--- config.mk ---
export PLATFORM = sky130hd
export DESIGN_NAME = uart_tx_arbiter
export DESIGN_NICKNAME = d
export VERILOG_FILES = /design/src/rtl/uart_tx_arbiter.sv
export SDC_FILE = /design/constraint.sdc
export NUM_CORES = 1
export LEC_CHECK = 0
export BUFFER_PORTS_ARGS = -buffer_cell sky130_fd_sc_hd__buf_2
export CELL_PAD_IN_SITES_DETAIL_PLACEMENT = 0
export CELL_PAD_IN_SITES_GLOBAL_PLACEMENT = 2
export CORE_ASPECT_RATIO = 1.75
export CORE_MARGIN = 4
export CORE_UTILIZATION = 37
export DETAILED_ROUTE_END_ITERATION = 10
export GPL_ROUTABILITY_DRIVEN = 1
export PLACE_DENSITY = 0.95
export SYNTH_ARGS = -nofsm -noshare
export SYNTH_HDL_FRONTEND = slang
export SYNTH_SLANG_ARGS = --single-unit
--- constraint.sdc ---
create_clock -name i_clock -period 5.05 [get_ports i_clock]
set_input_delay 0.7575 -clock i_clock [delete_from_list [all_inputs] [get_ports i_clock]]
set_output_delay 0.7575 -clock i_clock [all_outputs]
set_load 0.01 [all_outputs]
--- src/rtl/uart_tx_arbiter.sv ---
// uart_tx_arbiter
// Shares one UART transmitter among NUM_REQ byte producers with round-robin
// arbitration. A grant acks the winner and latches its byte. The transmitter is
// then strobed, and the arbiter waits for its completion interrupt. A watchdog
// bounds that wait. A fixed inter-frame gap follows each frame so that the
// transmitter is idle again before the next launch.
//
// Ports:
//   i_clock      system clock, rising edge
//   i_reset_n    asynchronous active-low reset
//   i_enable     1 = new grants allowed; an in-flight frame always completes
//   i_req        per-requester level request, held with data until ack
//   i_data       flattened bytes, requester k at [k*DATA_W +: DATA_W]
//   o_ack        one-cycle pulse to the granted requester (byte captured)
//   o_tx_start   one-cycle data-valid strobe to the transmitter
//   o_tx_data    byte to the transmitter, stable from grant to next grant
//   i_tx_done    transmitter completion interrupt (single-cycle pulse)
//   o_busy       1 whenever the arbiter is not idle
//   o_grant_id   index of the current/last granted requester
//   o_timeout    one-cycle pulse when the watchdog expires
module uart_tx_arbiter #(
  parameter int NUM_REQ        = 4,
  parameter int DATA_W         = 8,
  parameter int TIMEOUT_CYCLES = 60000,
  parameter int GAP_CYCLES     = 2
) (
  input  logic                      i_clock,
  input  logic                      i_reset_n,
  input  logic                      i_enable,
  input  logic [NUM_REQ-1:0]        i_req,
  input  logic [NUM_REQ*DATA_W-1:0] i_data,
  output logic [NUM_REQ-1:0]        o_ack,
  output logic                      o_tx_start,
  output logic [DATA_W-1:0]         o_tx_data,
  input  logic                      i_tx_done,
  output logic                      o_busy,
  output logic [2:0]                o_grant_id,
  output logic                      o_timeout
);

  typedef enum logic [1:0] {IDLE, LAUNCH, WAIT_DONE, GAP} state_t;

  localparam logic [15:0] TIMER_LAST = 16'(TIMEOUT_CYCLES - 1);
  localparam logic [15:0] GAP_LAST   = 16'(GAP_CYCLES - 1);

  state_t              state;
  logic [2:0]          rr_ptr;
  logic [15:0]         timer;
  logic [15:0]         gap_cnt;

  logic [7:0]          req_ext;
  logic                win_found;
  logic [2:0]          win_id;
  logic [NUM_REQ-1:0]  win_onehot;
  logic [DATA_W-1:0]   win_data;
  int                  slot;

  // Round-robin search starting just after the last winner. The request vector
  // is widened to 8 bits so that a 3-bit slot index always selects in range.
  always_comb begin
    req_ext = '0;
    req_ext[NUM_REQ-1:0] = i_req;
    win_found = 1'b0;
    win_id    = 3'd0;
    slot      = 0;
    for (int i = 1; i <= NUM_REQ; i++) begin
      slot = int'(rr_ptr) + i;
      if (slot >= NUM_REQ) slot = slot - NUM_REQ;
      if (!win_found && req_ext[3'(slot)]) begin
        win_found = 1'b1;
        win_id    = 3'(slot);
      end
    end
    win_onehot = '0;
    win_data   = '0;
    for (int k = 0; k < NUM_REQ; k++) begin
      if (win_id == 3'(k)) begin
        win_onehot[k] = 1'b1;
        win_data      = i_data[k*DATA_W +: DATA_W];
      end
    end
  end

  // o_busy is updated together with every state change so that it always
  // reflects the registered state without a combinational decode.
  always_ff @(posedge i_clock or negedge i_reset_n) begin
    if (!i_reset_n) begin
      state      <= IDLE;
      rr_ptr     <= 3'(NUM_REQ - 1);
      timer      <= '0;
      gap_cnt    <= '0;
      o_ack      <= '0;
      o_tx_start <= 1'b0;
      o_tx_data  <= '0;
      o_busy     <= 1'b0;
      o_grant_id <= 3'd0;
      o_timeout  <= 1'b0;
    end else begin
      o_ack      <= '0;
      o_tx_start <= 1'b0;
      o_timeout  <= 1'b0;
      case (state)
        IDLE: begin
          if (i_enable && win_found) begin
            o_tx_data  <= win_data;
            o_ack      <= win_onehot;
            o_grant_id <= win_id;
            rr_ptr     <= win_id;
            o_busy     <= 1'b1;
            state      <= LAUNCH;
          end
        end
        LAUNCH: begin
          o_tx_start <= 1'b1;
          timer      <= '0;
          state      <= WAIT_DONE;
        end
        WAIT_DONE: begin
          timer <= timer + 16'd1;
          // Completion takes priority over a watchdog expiry on the same cycle.
          if (i_tx_done) begin
            gap_cnt <= '0;
            state   <= GAP;
          end else if (timer == TIMER_LAST) begin
            o_timeout <= 1'b1;
            gap_cnt   <= '0;
            state     <= GAP;
          end
        end
        GAP: begin
          if (gap_cnt == GAP_LAST) begin
            o_busy <= 1'b0;
            state  <= IDLE;
          end else begin
            gap_cnt <= gap_cnt + 16'd1;
          end
        end
        default: begin
          o_busy <= 1'b0;
          state  <= IDLE;
        end
      endcase
    end
  end

endmodule

==> summary.txt, run 1 <==
Global routing
  – Largest net degree at the start of global routing: 55
  – First-pass GRT wire length: about 12,000 microns
  – Initial antenna violation count: 0
  – GRT Util Overall: between 15 and 20%
  – Vias in the first global route: about 2,500
  – Grt ovf: 0

Worst setup path
  – CP Capture Type: register
  – Crit path largest cell delay: between 700 and 800 ps
  – Crit-path leading delay family: compound AO/OA/AOI/OAI gates
  – Reg-to-reg startpoint: rr_ptr[0]$_DFFE_PN1P_
  – Startpoint Class: register
  – Buf/Inv on CP: 1
  – CP cell instances: inv_1, ha_1, mux4_2, o21a_1, o41ai_2, or2_1, or3_1, o21ai_0, a211o_1
  – Worst setup startpoint: rr_ptr[0]$_DFFE_PN1P_
  – WP data arrival: approximately 3900 ps
  – Worst Path Required: about 5200 ps
  – Critical-path maximum fanout: 15
  – Setup CP Type: register to register
  – CP max-delay cell: dfstp_2

Final layout
  – Diode count: 0
  – Area Growth Syn to Fin: 16.0%
  – Area occupied by multi-input gates: about 1600 sq um
  – Nets: approximately 420
  – Reg area: about 1400 sq um
  – Ratio of cells with drive above 1 in the final layout: between 20 and 25%
  – Fillers: 817

Yosys
  – Syn avg cell area: 9.76 sq um
  – Async SR Flop Fraction: 100%
  – Largest area contributor in the netlist: dfrtp_1
  – Post-synthesis cell type count: 53
  – Number of flops mapped to enable cells by yosys: 0
  – Yosys warns: 0
  – Synth top area cells: dfrtp_1 (42%), mux2i_1 (4.8%), ha_1 (4.0%), nor2_1 (3.6%), nand2_1 (3.4%)
  – Post-Synthesis Cells: between 300 and 400
  – Commonest cells post-synth: dfrtp_1 (52), nor2_1 (30), nand2_1 (28), o21ai_0 (18)
  – Ys flop type: dfrtp_1
  – Count leader, synth: dfrtp_1
  – Seq cells post-synth: 54
  – Cell Area, Synth: roughly 3100 sq um
  – Yosys top cell area share: 41.8%
  – Sequential share of the synthesized area: 43.5%
  – Mapped Nets: 369

Die
  – Core box area: about 8300 sq um
  – Starting Density: 37.7%
  – Num ports: 58
  – Die Wd: 77.4 microns
  – Site Rows: 44
  – Die Area: between 10,000 and 15,000 sq um
  – Chip height: between 100 and 150 microns

Timing
  – Setup violators final: 0
  – Period utilisation layout: 74.1%
  – Slew margin rel.: 35.9%
  – Unrepaired setup endpoints after global routing: false
  – F_max: about 0.27 GHz
  – Slew of the pin with the lowest slew margin: between 900 and 1000 ps
  – Slew Limit Fails: 0
  – Min cycle time layout: roughly 3700 ps
  – Final Hold Viols: 0
  – Clk_skew: ~5.5 ps
  – Setup TNS: 0 ps
  – Final setup margin: between 1000 and 1500 ps

Routing
  – Initial DRT Pass Iterations: 4
  – Iteration-0 DRC Markers: 63
  – # DRC: 0
  – Vias/cell: between 5 and 6
  – Routed Antenna Nets: 0
  – WL/cell: roughly 15 microns
  – Final WL: 7160 microns
  – Via count: around 2,500

Place
  – PortBufs: 57
  – Placer Congestion: 0.790
  – HPWL Detailed: 5340 microns
  – Pre-CTS setup slack: around 1300 ps

Clock network
  – Worst skew pair latency: slightly below 300 ps
  – Clock buffer depth: 2
  – CTS tree: built
  – Clock-pin transition on the worst setup and hold timing paths: around 70 ps
  – Clock sinks: 54
  – TritonCTS Buffers: 5
  – H-tree depth: 2
  – Post-cts sizing count: 0
  – Cts hold-fix bufs: 0
  – Setup repair bufs after CTS: 0
  – Root Buffer: clkbuf_16

Run status
  – Outcome: completed

Power and ir drop
  – Cell Pwr Density: about 500 nW/um^2
  – VDD IR max: approximately 0.24 mV
  – Lkg Pwr: about 1.7 nW

Flow run
  – Max cap viols: 0

Min path
  – Hold crit path type: register to register
  – Hold path start: o_grant_id[1]$_DFFE_PN0P_
cells by family (layout without fill, tap and decap cells):
group,count (synthesis),count (layout),share of synthesized area [%]
buffers and inverters,27,81,4.30
adders and majority gates,10,10,4.02
and+or+nand+nor,130,130,22.4
AOI/OAI and AO/OA,59,59,13.2
xor gates and xnor gates,20,20,5.62
muxes,19,19,6.99
DFF,54,54,43.5
worst paths after layout:
kind | to | slack, ps | cells past startpoint
hold reg to reg | o_grant_id[1]$_DFFE_PN0P_ | 480 | 2
min in group asynchronous | o_ack[2]$_DFF_PN0_ | 590 | 2
max in group asynchronous | gap_cnt[3]$_DFFE_PN0P_ | 3990 | 2
setup / recovery | o_tx_data[0]$_DFFE_PN0P_ | 1310 | 9
setup reg to reg | o_tx_data[0]$_DFFE_PN0P_ | 1310 | 9
hold / removal | o_grant_id[1]$_DFFE_PN0P_ | 480 | 2
power breakdown:
group          leakage, nW  internal (mW)  switching (mW)  total (mW)
Combinational        0.935          0.350           0.472       0.822
Sequential           0.720          0.530          0.0812       0.611
Clock               0.0836          0.232           0.157       0.389
Total                 1.74           1.11           0.710        1.82
layout make-up:
cell class	instances	area share [%]
timing repair buffer	58	8.10
tap	92	3.19
inverter	15	1.56
multi-input combinational	238	45.1
clock inverter	3	1.11
clock buffer	5	3.46
sequential	54	37.5
tightest hold or removal path, cell delays in order (launching register included):
cell and delay [ps]:
dfrtp_1 350, nand2_1 50, nand2_1 50
registers in the layout, indices dropped and copies added, names as in the netlist:
register / cells
o_ack: 4
o_busy: 1
timer: 16
o_tx_data: 8
state: 2
o_grant_id: 3
gap_cnt: 16
o_tx_start: 1
rr_ptr: 2
o_timeout: 1
cells in the final DEF, fill, tap and decap left out, types with 7 or more instances in the layout:
| cell type | instances |
|---|---|
| nand3_1 | 10 |
| nor3_1 | 7 |
| a21oi_1 | 10 |
| buf_2 | 57 |
| xnor2_1 | 8 |
| dfrtp_1 | 52 |
| nor2_1 | 30 |
| and3_1 | 10 |
| inv_1 | 15 |
| mux2i_1 | 14 |
| or3_1 | 8 |
| ha_1 | 10 |
| nand2_1 | 28 |
| xor2_1 | 12 |
| o21ai_1 | 7 |
| o21ai_0 | 18 |
routing by layer:
| layer | part of all wire [%] | track usage, % | up-vias |
|---|---|---|---|
| li1 | - | - | 1234 |
| met1 | 38 | 15.6 | 1179 |
| met2 | 56 | 29.8 | 65 |
| met3 | 4.1 | 2.78 | 7 |
| met4 | 1.5 | 4.82 | 0 |
| met5 | 0 | 0 | - |
metrics by stage:
stage	utilization (%)	area, sq um	hold slack [ps]	instances	total power, mW
final	43.8	3610	481	465	1.82
after CTS	43.8	3610	485	465	1.86
after detailed placement	41.8	3450	468	457	1.45
after global placement	41.8	3450	466	457	1.44
after global routing	43.8	3610	513	465	1.98
after floorplan	-	3110	462	319	1.26
No activity file was read; power rests on OpenSTA's default activity.
==> run 2, diff against run 1 <==
CORE_UTILIZATION = 34   (was 37)
PLACE_DENSITY = 0.89   (was 0.95)
clock period = 3.9 ns   (was 5.05 ns; I/O delays follow)
==> run 2 against run 1 <==
Compared with the run above: design area rose by 1.2%; clock power rose by 20%; critical path type unchanged; sequential share of layout area fell by 0.46 points; utilization fell by 3.0 points; via count barely moved; hold slack got worse by 130 ps; highest routed layer unchanged; critical path depth did not move.
==> summary.txt, run 2 (synthesis results as in run 1) <==
Run status
  – Outcome: completed

Worst setup path
  – WP data arrival: 3620 ps (-300 ps)
  – Setup CP Type: register to register
  – CP Capture Type: register
  – Worst Path Required: 4080 ps (-1150 ps)
  – Critical-path maximum fanout: 11 (-4)
  – Startpoint Class: register

Clock network
  – Clock sinks: 54 (unchanged)
  – Cts hold-fix bufs: 0 (unchanged)
  – Clock-pin transition on the worst setup and hold timing paths: 70 ps (about the same)
  – Clock buffer depth: 2 (unchanged)
  – Worst skew pair latency: 300 ps (about the same)
  – Setup repair bufs after CTS: 0 (unchanged)
  – CTS tree: built
  – H-tree depth: 2 (unchanged)
  – TritonCTS Buffers: 5 (unchanged)
  – Root Buffer: clkbuf_16
  – Post-cts sizing count: 0 (unchanged)

Routing
  – Vias/cell: 5.01 (-6.3%)
  – WL/cell: 14.8 microns (-3.7%)
  – Iteration-0 DRC Markers: 87 (+38%)
  – # DRC: 0 (unchanged)
  – Routed Antenna Nets: 0 (unchanged)
  – Via count: 2,483 (-0.080%)
  – Final WL: 7350 microns (+2.7%)
  – Initial DRT Pass Iterations: 4 (unchanged)

Final layout
  – Final Non-Filler Cells: 496 (+6.7%)
  – Diode count: 0 (unchanged)
  – Nets: 425 (+0.71%)
  – Most frequent cells in the layout: buf_2 (57), dfrtp_1 (52), nor2_1 (30)
  – Fillers: 948 (+16%)
  – Area Growth Syn to Fin: 17.5%
  – Regs by FF count: gap_cnt x16, timer x16, o_tx_data x8
  – Commonest non-fill, non-tap cell in the layout: buf_2
  – Util after Layout: 40.7% (-3.0 points)
  – Post-layout instance area: 3660 sq um (+1.2%)
  – Ratio of cells with drive above 1 in the final layout: 22.3% (+0.36 points)

Die
  – Site Rows: 46 (+4.5%)
  – Chip height: 135 microns (+4.1%)
  – Num ports: 58 (unchanged)
  – Die Wd: 80.3 microns (+3.9%)
  – Die Area: 10,800 sq um (+8.1%)
  – Core box area: 8980 sq um (+8.7%)
  – Starting Density: 34.7% (-3.0 points)

Place
  – Dpl cell area: 3500 sq um (+1.6%)
  – Post-Place Cells: 488 (+6.8%)
  – PortBufs: 57 (unchanged)
  – Placer Congestion: 0.800 (+1.3%)
  – Pre-CTS setup slack: 437 ps (-870 ps)
  – HPWL Detailed: 5630 microns (+5.5%)

Power and ir drop
  – Internal power: 1.41 mW (+27%)
  – Clock power frac: 19.9% (-1.5 points)
  – VDD IR max: 0.389 mV (+60%)
  – Cell Pwr Density: 641 nW/um^2 (+27%)
  – Sw Share: 39.9% (+0.90 points)
  – Comb pwr share: 47.3% (+2.2 points)
  – Sequential Power Share: 32.9% (-0.6 points)
  – Net Sw Power: 935 uW (+32%)
  – Lkg Pwr: 1.75 nW (+0.59%)

Global routing
  – Largest net degree at the start of global routing: 32 (-42%)
  – First-pass GRT wire length: 12,300 microns (+1.7%)
  – Grt ovf: 0 (unchanged)
  – Initial antenna violation count: 0 (unchanged)
  – GRT Util Overall: 14.6% (-0.42 points)
  – Vias in the first global route: 2,589 (+2.4%)

Timing
  – Final setup margin: 456 ps (-854 ps)
  – Final Hold Viols: 0 (unchanged)
  – Setup TNS: 0 ps (unchanged)
  – Slew Limit Fails: 0 (unchanged)
  – Clk_skew: 10.2 ps (+4.71 ps)
  – Period utilisation layout: 88.3% (+14 points)
  – F_max: 0.290 GHz (+8.6%)
  – Unrepaired setup endpoints after global routing: false
  – Min cycle time layout: 3440 ps (-296 ps)
  – Slew margin rel.: 37.3% (+1.3 points)
  – Setup violators final: 0 (unchanged)
  – Slew of the pin with the lowest slew margin: 939 ps (-20.2 ps)

Min path
  – Hold crit path type: input port to async pin

Flow run
  – Max cap viols: 0 (unchanged)
## run 2: per-layer routing
| layer | part of all wire (%) | vias up | track usage, % | wire (microns) |
|---|---|---|---|---|
| met3 | 2.5 | 13 | 2.40 | 186 |
| met1 | 40 | 1195 | 16.5 | 2970 |
| li1 | - | 1238 | - | - |
| met4 | 2.4 | 0 | 6.20 | 180 |
| met5 | 0 | - | 0 | 0 |
| met2 | 55 | 37 | 26.4 | 4020 |
## run 2: final timing paths
| check | startpoint | end | slack (ps) | depth (start not counted) |
|---|---|---|---|---|
| max | rr_ptr[1]$_DFFE_PN1P_ | o_tx_data[0]$_DFFE_PN0P_ | 460 | 9 |
| min | i_reset_n | o_tx_data[2]$_DFFE_PN0P_ | 350 | 1 |
| max reg2reg | rr_ptr[1]$_DFFE_PN1P_ | o_tx_data[0]$_DFFE_PN0P_ | 460 | 9 |
| min reg2reg | o_grant_id[1]$_DFFE_PN0P_ | o_grant_id[1]$_DFFE_PN0P_ | 480 | 2 |
| max in group asynchronous | i_reset_n | o_grant_id[1]$_DFFE_PN0P_ | 2720 | 2 |
| min in group i_clock | o_grant_id[1]$_DFFE_PN0P_ | o_grant_id[1]$_DFFE_PN0P_ | 480 | 2 |
## run 2: critical path: stages (launching register included)
cell,delay (ps)
dfstp_2,610
inv_1,100
ha_1,390
mux4_2,540
o21a_1,130
o41ai_2,400
or2_1,320
or3_1,390
o21ai_0,150
a211o_1,280
## run 2: area by class of cell
type	count	area (sq um)	share of cell area, %
well taps	120	150	4.10
repair buffers	61	315	8.62
flip-flops and latches	54	1350	37.0
inverters	15	56.3	1.54
multi-input cells	238	1630	44.5
clock inverters	2	17.5	0.479
clock buffers	6	139	3.80
## run 2: stage by stage
step | hold WS (ps) | power (mW)
after floorplan | 289 | 1.64
after global placement | 483 | 1.89
after detailed placement | 461 | 1.91
after CTS | 379 | 2.38
after global routing | 407 | 2.54
final | 354 | 2.35
## run 2: power by group through the flow
stage / combinational, mW / sequential [mW] / clock (mW)
6_report: 1.11 / 0.771 / 0.467
2_1_floorplan: 0.837 / 0.799 / 0
5_1_grt: 1.24 / 0.786 / 0.512
3_5_place_dp: 1.13 / 0.782 / 0
3_3_place_gp: 1.11 / 0.780 / 0
4_1_cts: 1.13 / 0.772 / 0.485
==> run 3, diff against run 2 <==
CORE_UTILIZATION = 36   (was 34)
CTS_BUF_LIST = sky130_fd_sc_hd__clkbuf_8   (was default)
PLACE_DENSITY = 0.93   (was 0.89)
==> run 3 against run 2 <==
Compared with the run above: combinational power is essentially flat; setup slack improved by 100 ps; count of clock-buffer cells in the layout is the same; largest cell class unchanged.
==> summary.txt, run 3 (synthesis results as in run 1) <==
Power and ir drop
  – Tot Pwr: 2.30 mW (-1.9%)
  – VDD IR max: 0.317 mV (-18%)
  – Lkg Pwr: 1.73 nW (-1.0%)
  – Cell Pwr Density: 636 nW/um^2 (-0.85%)

Timing
  – Slew of the pin with the lowest slew margin: 914 ps (-25.3 ps)
  – Period utilisation layout: 85.8% (-2.6 points)
  – Clk_skew: 16.0 ps (+5.83 ps)
  – F_max: 0.299 GHz (+3.0%)
  – Final setup margin: 556 ps (+99.6 ps)
  – Slew margin rel.: 39.0% (+1.7 points)
  – Setup violators final: 0 (unchanged)
  – Slew Limit Fails: 0 (unchanged)
  – Setup TNS: 0 ps (unchanged)
  – Min cycle time layout: 3340 ps (-99.6 ps)
  – Fin Hold WS: 167 ps (-186 ps)
  – Final Hold Viols: 0 (unchanged)
  – Unrepaired setup endpoints after global routing: false

Routing
  – Routed Antenna Nets: 0 (unchanged)
  – Vias/cell: 5.09 (+1.8%)
  – Via count: 2,501 (+0.72%)
  – Final WL: 7480 microns (+1.7%)
  – Initial DRT Pass Iterations: 4 (unchanged)
  – Iteration-0 DRC Markers: 59 (-32%)
  – # DRC: 0 (unchanged)
  – WL/cell: 15.2 microns (+2.7%)

Global routing
  – Largest net degree at the start of global routing: 39 (+22%)
  – Vias in the first global route: 2,665 (+2.9%)
  – Grt ovf: 0 (unchanged)
  – Initial antenna violation count: 0 (unchanged)
  – First-pass GRT wire length: 12,600 microns (+2.4%)
  – GRT Util Overall: 15.6% (+1.1 points)

Final layout
  – Nets: 425 (unchanged)
  – Most frequent cells in the layout: buf_2 (57), dfrtp_1 (52), nor2_1 (30)
  – Diode count: 0 (unchanged)
  – Regs by FF count: gap_cnt x16, timer x16, o_tx_data x8
  – Commonest non-fill, non-tap cell in the layout: buf_2
  – Ratio of cells with drive above 1 in the final layout: 22.6% (+0.27 points)
  – Post-layout instance area: 3620 sq um (-1.0%)
  – Area Growth Syn to Fin: 16.3%
  – Fillers: 876 (-7.6%)

Flow run
  – Max cap viols: 0 (unchanged)

Place
  – Dpl cell area: 3500 sq um (about the same)
  – HPWL Detailed: 5700 microns (+1.3%)
  – Placer Congestion: 0.948 (+19%)
  – PortBufs: 57 (unchanged)
  – Pre-CTS setup slack: 556 ps (+118 ps)

Clock network
  – Setup repair bufs after CTS: 0 (unchanged)
  – Root Buffer: clkbuf_8
  – Clock sinks: 54 (unchanged)
  – Post-cts sizing count: 0 (unchanged)
  – CTS tree: built
  – Clock-pin transition on the worst setup and hold timing paths: 110 ps (+40 ps)
  – Worst skew pair latency: 320 ps (+20 ps)
  – Clock buffer depth: 2 (unchanged)
  – TritonCTS Buffers: 5 (unchanged)
  – Cts hold-fix bufs: 0 (unchanged)
  – H-tree depth: 2 (unchanged)

Run status
  – Outcome: completed

Die
  – Starting Density: 37.2% (+2.5 points)
  – Num ports: 58 (unchanged)
  – Chip height: 131 microns (-2.6%)
  – Die Wd: 78.3 microns (-2.5%)
  – Site Rows: 44 (-4.3%)
  – Core box area: 8370 sq um (-6.8%)
  – Die Area: 10,300 sq um (-5.1%)

Worst setup path
  – WP data arrival: 3550 ps (-70 ps)
  – Worst Path Required: 4110 ps (+30 ps)
  – Setup CP Type: register to register
  – Startpoint Class: register
  – Critical-path maximum fanout: 12 (+1)
  – CP Capture Type: register

Min path
  – Hold crit path type: input port to async pin
==> run 3: worst max-delay path: stages (launching register included) <==
cell and delay [ps]:
dfstp_2 620, inv_1 110, ha_1 400, mux4_2 540, o21a_1 150, o41ai_2 420, or2_1 170, buf_4 180
or2_1 180, nor2b_1 140, a211o_1 320
==> run 3: metrics by stage <==
stage	std cells	util, %
finish	491	43.3
floorplan	319	-
global placement	483	41.8
CTS	491	43.3
detailed placement	483	41.8
global route	491	43.3
==> run 3: layer usage <==
| layer | global-route usage, % | share of wire [%] |
|---|---|---|
| met5 | 0 | 0 |
| met4 | 7.31 | 3.2 |
| met1 | 17.2 | 40 |
| met2 | 29.0 | 55 |
| met3 | 2.74 | 2.5 |
==> run 3: path summary, 6_finish.rpt <==
kind	start	end	slack, ps	cells past startpoint
worst max-delay path	rr_ptr[1]$_DFFE_PN1P_	o_tx_data[2]$_DFFE_PN0P_	560	10
worst min-delay path	i_reset_n	gap_cnt[15]$_DFFE_PN0P_	170	1
worst max register to register	rr_ptr[1]$_DFFE_PN1P_	o_tx_data[2]$_DFFE_PN0P_	560	10
worst min register to register	o_grant_id[1]$_DFFE_PN0P_	o_grant_id[1]$_DFFE_PN0P_	480	2
max in group asynchronous	i_reset_n	rr_ptr[0]$_DFFE_PN1P_	2860	2
min in group i_clock	o_grant_id[1]$_DFFE_PN0P_	o_grant_id[1]$_DFFE_PN0P_	480	2
==> run 3: final cells by class <==
| class | instances | area [sq um] | share of cell area, % |
|---|---|---|---|
| inverter | 15 | 56.3 | 1.55 |
| clock buffer | 6 | 82.6 | 2.28 |
| multi-input combinational | 238 | 1630 | 45.0 |
| sequential | 54 | 1350 | 37.4 |
| timing repair buffer | 61 | 315 | 8.71 |
| tap | 115 | 144 | 3.97 |
| clock inverter | 2 | 38.8 | 1.07 |
==> run 3: where the power goes <==
group	internal, mW	switching, mW	leakage [nW]	total, mW
Clock	0.211	0.196	0.0618	0.407
Sequential	0.684	0.0873	0.720	0.771
Combinational	0.475	0.650	0.949	1.12
